`src/rtl/alu_cmd_issuer.sv`:
```
// -----------------------------------------------------------------------------
// alu_cmd_issuer
//
// Purpose:
//   This is the upstream command stage for the FIFO/ALU pipeline. It accepts
//   one host operation at a time over a valid/ready handshake. It packs each
//   operation into the 10-bit word that the input FIFO expects:
//   {op[9:8], b[7:4], a[3:0]}.
//
//   Issue is throttled in two ways. A credit counter tracks the results still
//   outstanding downstream. The FIFO full flag is also obeyed. A spacing cycle
//   follows every issue, so the FIFO never sees back-to-back writes.
//
//   Divide-by-zero commands are rejected here and never reach the ALU. The
//   block keeps one count of issued commands and one count of rejected ones.
//
// Ports:
//   clk         rising-edge clock
//   reset       asynchronous, active-low reset
//   host_valid  host offers a command
//   host_ready  block can accept a command (high only when idle)
//   host_op     operation: 0=add 1=sub 2=mul 3=div
//   host_a      operand a (data1)
//   host_b      operand b (data2)
//   cmd_data    packed command; holds its last issued value between issues
//   cmd_valid   one-cycle write strobe into the input FIFO
//   cmd_full    input FIFO full flag (only looked at while arbitrating)
//   result_ack  one-cycle pulse per drained result; returns one credit
//   credits     current credit count
//   err_div0    one-cycle pulse when a div-by-zero command is dropped
//   issued_cnt  issued command count, wraps
//   reject_cnt  rejected command count, saturates at 255
// -----------------------------------------------------------------------------
module alu_cmd_issuer #(
    parameter int MAX_CREDITS = 7,
    parameter int CNT_W       = 16
) (
    input  logic             clk,
    input  logic             reset,
    input  logic             host_valid,
    output logic             host_ready,
    input  logic [1:0]       host_op,
    input  logic [3:0]       host_a,
    input  logic [3:0]       host_b,
    output logic [9:0]       cmd_data,
    output logic             cmd_valid,
    input  logic             cmd_full,
    input  logic             result_ack,
    output logic [3:0]       credits,
    output logic             err_div0,
    output logic [CNT_W-1:0] issued_cnt,
    output logic [7:0]       reject_cnt
);

    localparam logic [3:0] CRED_MAX = 4'(MAX_CREDITS);
    localparam logic [1:0] OP_DIV   = 2'd3;

    typedef enum logic [2:0] {
        S_IDLE,
        S_ARB,
        S_ISSUE,
        S_GAP,
        S_REJECT
    } state_t;

    state_t             r_state;
    state_t             w_state_next;
    logic               r_host_ready;
    logic [9:0]         r_hold;
    logic [9:0]         r_cmd_data;
    logic               r_cmd_valid;
    logic               r_err_div0;
    logic [3:0]         r_credits;
    logic [CNT_W-1:0]   r_issued_cnt;
    logic [7:0]         r_reject_cnt;

    logic               w_xfer;
    logic               w_issue;
    logic               w_reject;

    // A transfer needs host_ready. host_ready is registered high only for
    // the IDLE state, so every transfer is seen from IDLE.
    assign w_xfer   = host_valid && r_host_ready;
    assign w_issue  = (r_state == S_ISSUE);
    assign w_reject = (r_state == S_REJECT);

    // ------------------------------------------------------------------
    // Next-state logic
    // ------------------------------------------------------------------
    always_comb begin
        w_state_next = r_state;
        case (r_state)
            S_IDLE: begin
                if (w_xfer) begin
                    if (host_op == OP_DIV && host_b == 4'd0) begin
                        w_state_next = S_REJECT;
                    end else begin
                        w_state_next = S_ARB;
                    end
                end
            end
            S_ARB: begin
                // Wait for a credit and for room in the FIFO. There is no
                // timeout: the host stays blocked until both hold.
                if (r_credits != 4'd0 && !cmd_full) begin
                    w_state_next = S_ISSUE;
                end
            end
            S_ISSUE:  w_state_next = S_GAP;
            S_GAP:    w_state_next = S_IDLE;
            S_REJECT: w_state_next = S_IDLE;
            default:  w_state_next = S_IDLE;
        endcase
    end

    // ------------------------------------------------------------------
    // State and registered outputs
    // ------------------------------------------------------------------
    always_ff @(posedge clk or negedge reset) begin
        if (!reset) begin
            r_state      <= S_IDLE;
            r_host_ready <= 1'b1;
            r_hold       <= 10'd0;
            r_cmd_data   <= 10'd0;
            r_cmd_valid  <= 1'b0;
            r_err_div0   <= 1'b0;
            r_credits    <= CRED_MAX;
            r_issued_cnt <= '0;
            r_reject_cnt <= 8'd0;
        end else begin
            r_state      <= w_state_next;
            r_host_ready <= (w_state_next == S_IDLE);

            if (w_xfer) begin
                r_hold <= {host_op, host_b, host_a};
            end

            // The strobes are registered from the next state, so each one
            // lines up exactly with the cycle spent in its state. cmd_data
            // loads only on entry to ISSUE. It then holds its value until
            // the next issue.
            r_cmd_valid <= (w_state_next == S_ISSUE);
            r_err_div0  <= (w_state_next == S_REJECT);
            if (w_state_next == S_ISSUE) begin
                r_cmd_data <= r_hold;
            end

            // An issue and an ack in the same cycle cancel out. An ack
            // that arrives when credits are already at the maximum is
            // dropped. ISSUE is entered only when a credit is available,
            // so the decrement cannot underflow.
            if (w_issue && !result_ack) begin
                r_credits <= r_credits - 4'd1;
            end else if (!w_issue && result_ack && r_credits != CRED_MAX) begin
                r_credits <= r_credits + 4'd1;
            end

            if (w_issue) begin
                r_issued_cnt <= r_issued_cnt + CNT_W'(1);
            end

            if (w_reject && r_reject_cnt != 8'hFF) begin
                r_reject_cnt <= r_reject_cnt + 8'd1;
            end
        end
    end

    assign host_ready = r_host_ready;
    assign cmd_data   = r_cmd_data;
    assign cmd_valid  = r_cmd_valid;
    assign err_div0   = r_err_div0;
    assign credits    = r_credits;
    assign issued_cnt = r_issued_cnt;
    assign reject_cnt = r_reject_cnt;

endmodule

```
`config.mk`:
```
export PLATFORM = sky130hd
export DESIGN_NAME = alu_cmd_issuer
export DESIGN_NICKNAME = d
export VERILOG_FILES = /design/src/rtl/alu_cmd_issuer.sv
export SDC_FILE = /design/constraint.sdc
export NUM_CORES = 1
export LEC_CHECK = 0
export ABC_AREA = 1
export CORE_ASPECT_RATIO = 0.6
export CORE_MARGIN = 2
export CORE_UTILIZATION = 30
export CTS_CLUSTER_DIAMETER = 50
export CTS_CLUSTER_SIZE = 10
export DETAILED_ROUTE_END_ITERATION = 8
export RECOVER_POWER = 50
export SLEW_MARGIN = 20
export SYNTH_ARGS = -nofsm -noshare
export SYNTH_HDL_FRONTEND = slang
export SYNTH_SLANG_ARGS = --single-unit
```
`constraint.sdc`:
```
create_clock -name clk -period 2.1 [get_ports clk]
set_input_delay 0.315 -clock clk [delete_from_list [all_inputs] [get_ports clk]]
set_output_delay 0.315 -clock clk [all_outputs]
set_load 0.03 [all_outputs]
```
# == Word-level counts from Yosys, hierarchy flattened ==
# Index checks and enable logic that the tools add are counted.
# op_classes
add_sub_neg,4
multipliers,0
div_mod_pow,0
order_cmp,0
eq_ne,8
shift,0
n_mux,6
n_bitwise,0
n_reduce_logical,15
# ops
op,count
adder 16 x 1 -> 16 bit (second input constant),1
two-way mux 3 bit,3
one-hot mux 3 bit (3 select lines),1
adder 8 x 1 -> 8 bit (second input constant),1
two-way mux 4 bit,2
!= test 8 bit (second input constant),1
logical AND 1 bit,7
== test 3 x 2 -> 1 bit (second input constant),2
== test 3 bit (second input constant),2
zero test 3 bit,2
adder 4 x 1 -> 4 bit (second input constant),1
zero test 4 bit,1
!= test 4 x 3 -> 1 bit (second input constant),1
nonzero test 4 bit,1
subtractor 4 x 1 -> 4 bit (second input constant),1
== test 3 x 1 -> 1 bit (second input constant),1
zero test 1 bit,3
== test 2 bit (second input constant),1
nonzero test 2 bit,1
# totals
regBits,54
latch_bits,0
ramBits,0
romBits,0
in_bits,15
out_inout_bits,41
word_cells,42
memories,0

# == Longest topological paths before layout ==
# depth
word_depth,6
mapped_depth,13
depth_no_buf,13

# == Worst setup path before layout ==
# No wires, ideal clock.
# synth_timing
path_type,flip-flop to flip-flop
from,register r_state[0]
to,register r_credits[3] (netlist: credits[3])
setup_time_ns,0.118
arrival_ns,1.638
required_time_ns,1.982
slack_ns,0.344
stages_incl_launch_ff,14
path_buffers,0
synth_period_minus_slack_ns,1.756
path_cell_list,dfrtp_1 inv_2 nand3_4 or2_4 inv_1 ha_1 nand2_1 nand2_1 nor2_1 inv_1 nand2_1 nand2_1 nand2_1 nand2_1
# synth_via
elab_chain_cells,5
elab_cells_between_ends,7
cone_classes,eq/ne: 1; mux: 1; reduce/logical: 5
# synth_lines
item,line_no,rtl
from (decl),66,state_t r_state;
from (signal assigned),131,r_state <= w_state_next;
== test 3 x 2 -> 1 bit (*),84,assign w_issue = (r_state == S_ISSUE);
zero test 1 bit,154,end else if (!w_issue && result_ack && r_credits != CRED_MAX) begin
logical AND 1 bit (2 in series),154,
nonzero test 2 bit (no line),-,
to (signal assigned),153,r_credits <= r_credits - 4'd1;
to (signal assigned),155,r_credits <= r_credits + 4'd1;
to (decl),73,logic [3:0] r_credits;
# Every way passes the cells marked *; elsewhere a longest branch is shown, timed or not.
# A chain may end at the register's enable or synchronous reset.

# == Worst setup path after layout ==
# Same ends and word-level chain as after synthesis.

==> impl_metrics.yaml <==
cells_and_area:
  syn2layout_area_growth_pct: 30.18
  drive_gt1_frac: 0.09290
  diodes: 0
  final_nets: 385
  layout.cells.non_filler: 478
  nFillCells: 883
drt:
  vias_per_cell: 4.481
  num_vias: 2142
  wirelength_um: 6067
  antenna_left: 0
  wl_per_cell_um: 12.69
  drtIter0Drc: 105
  remaining_drc_errors: 0
  drtPass1Iterations: 4
synth:
  synth_largest_area_cell: "dfrtp_1"
  async_flop_share: 1.000
  syn-cell-area_um2: 2645
  synth_nets: 325
  avgSynthCellArea_um2: 8.672
  synth-main-ff-cell: "dfrtp_1"
  synth.distinct_cells: 32
  synth_edf_count: 0
  netlist.area_leader.share: 0.4730
  synth.area.top_cells: "dfrtp_1, nand2_1, inv_1"
  yosysWarnings: 0
  synth-seq-cells: 54
  synthCells: 305
  synth.most_common_cell: "nand2_1"
  synthTopCellsByCount: "nand2_1, dfrtp_1, inv_1, nor2_1, o21ai_0"
  ys_seq_area_frac: 0.5128
clock_network:
  cts_inserted_buffers: 5
  cts_tree: "built"
  post_cts_resize_count: 0
  cts_sinks: 54
  cts.path.max_buffers: 2
  ctsRootBufferMaster: "clkbuf_16"
  clk_latency_ps: 300
  post-cts-setup-buffers: 0
  ctsHoldBuffers: 0
  cts.reportedPaths.clkPinSlew_ps: 70
  h-tree-depth: 2
timing:
  rsz0062_at_grt: "false"
  worstMarginPinSlew_ps: 1365
  clock_skew_ps: 5.073
  timing.fmax_mhz: 530.1
  hold_viol_final: 0
  final-setup-viol-count: 0
  tns_ps: 0
  finalCritPeriodShare: 0.8983
  min_period_ps: 1886
  slew_violations: 0
  max_slew_margin: 0.09021
setup_path:
  crit_slowest_cell: "dfrtp_1"
  critPathKind: "reg2reg"
  critPathBufInv: 3
  crit_chain: "inv_2, nand3_4, or2_4, inv_1, ha_1, nand2_1, nand2_1, nor2_1, inv_1, nand2_1, nand2_1, nand2_1, nand2_1"
  start_kind: "register"
  cp_max_fo: 4
  critPathCaptureType: "register"
  cp_common_cell: "nand2_1"
  crit_arrival_ps: 2080
  crit_path_max_incr_delay_ps: 420
  crit_required_ps: 2290
  cp_top_family: "simple AND/OR/NAND/NOR gates"
floorplan:
  core_area_um2: 8523
  die_x_um: 125.2
  rows: 26
  start_util: 0.3103
  dieArea_um2: 9609
  io_pins: 56
  die_y_um: 76.74
placed_design:
  dp_cells: 470
  portBuffers: 55
  place_congestion: 0.8745
  dp_hpwl_um: 4395
global_route:
  grt_pass1_vias: 2064
  grt_util_all_layers: 0.1340
  grt_max_degree: 55
  antenna_found_initial: 0
  grt_pass1_wl_um: 10170
  overflow: 0
run:
  maxCapViolations: 0
run_status:
  status: "complete, no violations"
power:
  power.density_nw_per_um2: 1209
  leakage_nw: 1.617
  ir_drop_mv: 0.7860
hold_path:
  hp-class: "in2async"
[power breakdown]
group / internal, W / switching [W]
Combinational: 0.000682 / 0.000981
Sequential: 0.00138 / 0.000239
Clock: 0.000480 / 0.000404
Total: 0.00254 / 0.00162
[per-layer routing]
layer	global-route usage	wire length, µm
met1	0.1934	3182
met2	0.1908	2435
met3	0.04396	363
met4	0.04000	85
met5	0	0
[layout by cell type (no fill, tap or decap), types with 2 or more instances in the layout]
cell type / n
o21ai_0: 21
clkinv_4: 2
nand3_1: 12
nand4_1: 7
inv_1: 35
clkbuf_16: 5
dfrtp_1: 50
xnor2_1: 7
ha_1: 4
clkbuf_1: 2
nor2_1: 27
xor2_1: 6
mux2_2: 8
nor3_1: 5
nor2_2: 3
inv_2: 3
clkdlybuf4s50_1: 53
dfstp_2: 3
nand2_1: 96
[sequential cells by signal, indices dropped and copies added, names as in the netlist]
name        flops
issued_cnt     16
cmd_data       10
r_hold         10
reject_cnt      8
credits         4
r_state         3
cmd_valid       1
err_div0        1
host_ready      1
[per-stage QoR]
step | setup WS [ps] | util | hold slack (ps) | cell area [µm²] | power, W
6_report | 213.6 | 0.4040 | 395.7 | 3443 | 0.004164
3_3_place_gp | 135.1 | 0.3909 | 338.8 | 3332 | 0.003300
5_1_grt | 81.95 | 0.4040 | 500.8 | 3443 | 0.004443
4_1_cts | 200.1 | 0.4093 | 14.68 | 3488 | 0.004250
3_5_place_dp | 52.11 | 0.3909 | 340.8 | 3332 | 0.003354
2_1_floorplan | 343.8 | - | 19.41 | 2645 | 0.002702
[cells by family after synthesis]
kind of cell | share of synthesized area
muxes | 0.03406
and+or+nand+nor | 0.2583
xor gates and xnor gates | 0.04920
adders and majority gates | 0.02649
AOI/OAI and AO/OA | 0.04967
buffers and inverters | 0.06953
DFF | 0.5128
[final timing paths]
path / startpoint / endpoint / slack [ps] / cells past startpoint
max in group asynchronous: reset / issued_cnt[11] / 870 / 2
hold / removal: reset / cmd_valid / 400 / 2
setup reg to reg: r_state[0] / credits[3] / 210 / 13
setup / recovery: r_state[0] / credits[3] / 210 / 13
hold reg to reg: r_hold[7] / cmd_data[7] / 470 / 2
min in group clk: r_hold[7] / cmd_data[7] / 470 / 2
[final cells by class]
cell class | count | area (µm²) | share of cell area
Sequential cell | 54 | 1356 | 0.3939
Clock buffer | 6 | 138.9 | 0.04033
Clock inverter | 2 | 17.52 | 0.005087
Inverter | 38 | 142.6 | 0.04142
Multi-Input combinational cell | 207 | 1082 | 0.3143
Tap cell | 112 | 140.1 | 0.04070
Timing Repair Buffer | 59 | 565.5 | 0.1642
No activity file was read; power rests on OpenSTA's default activity.
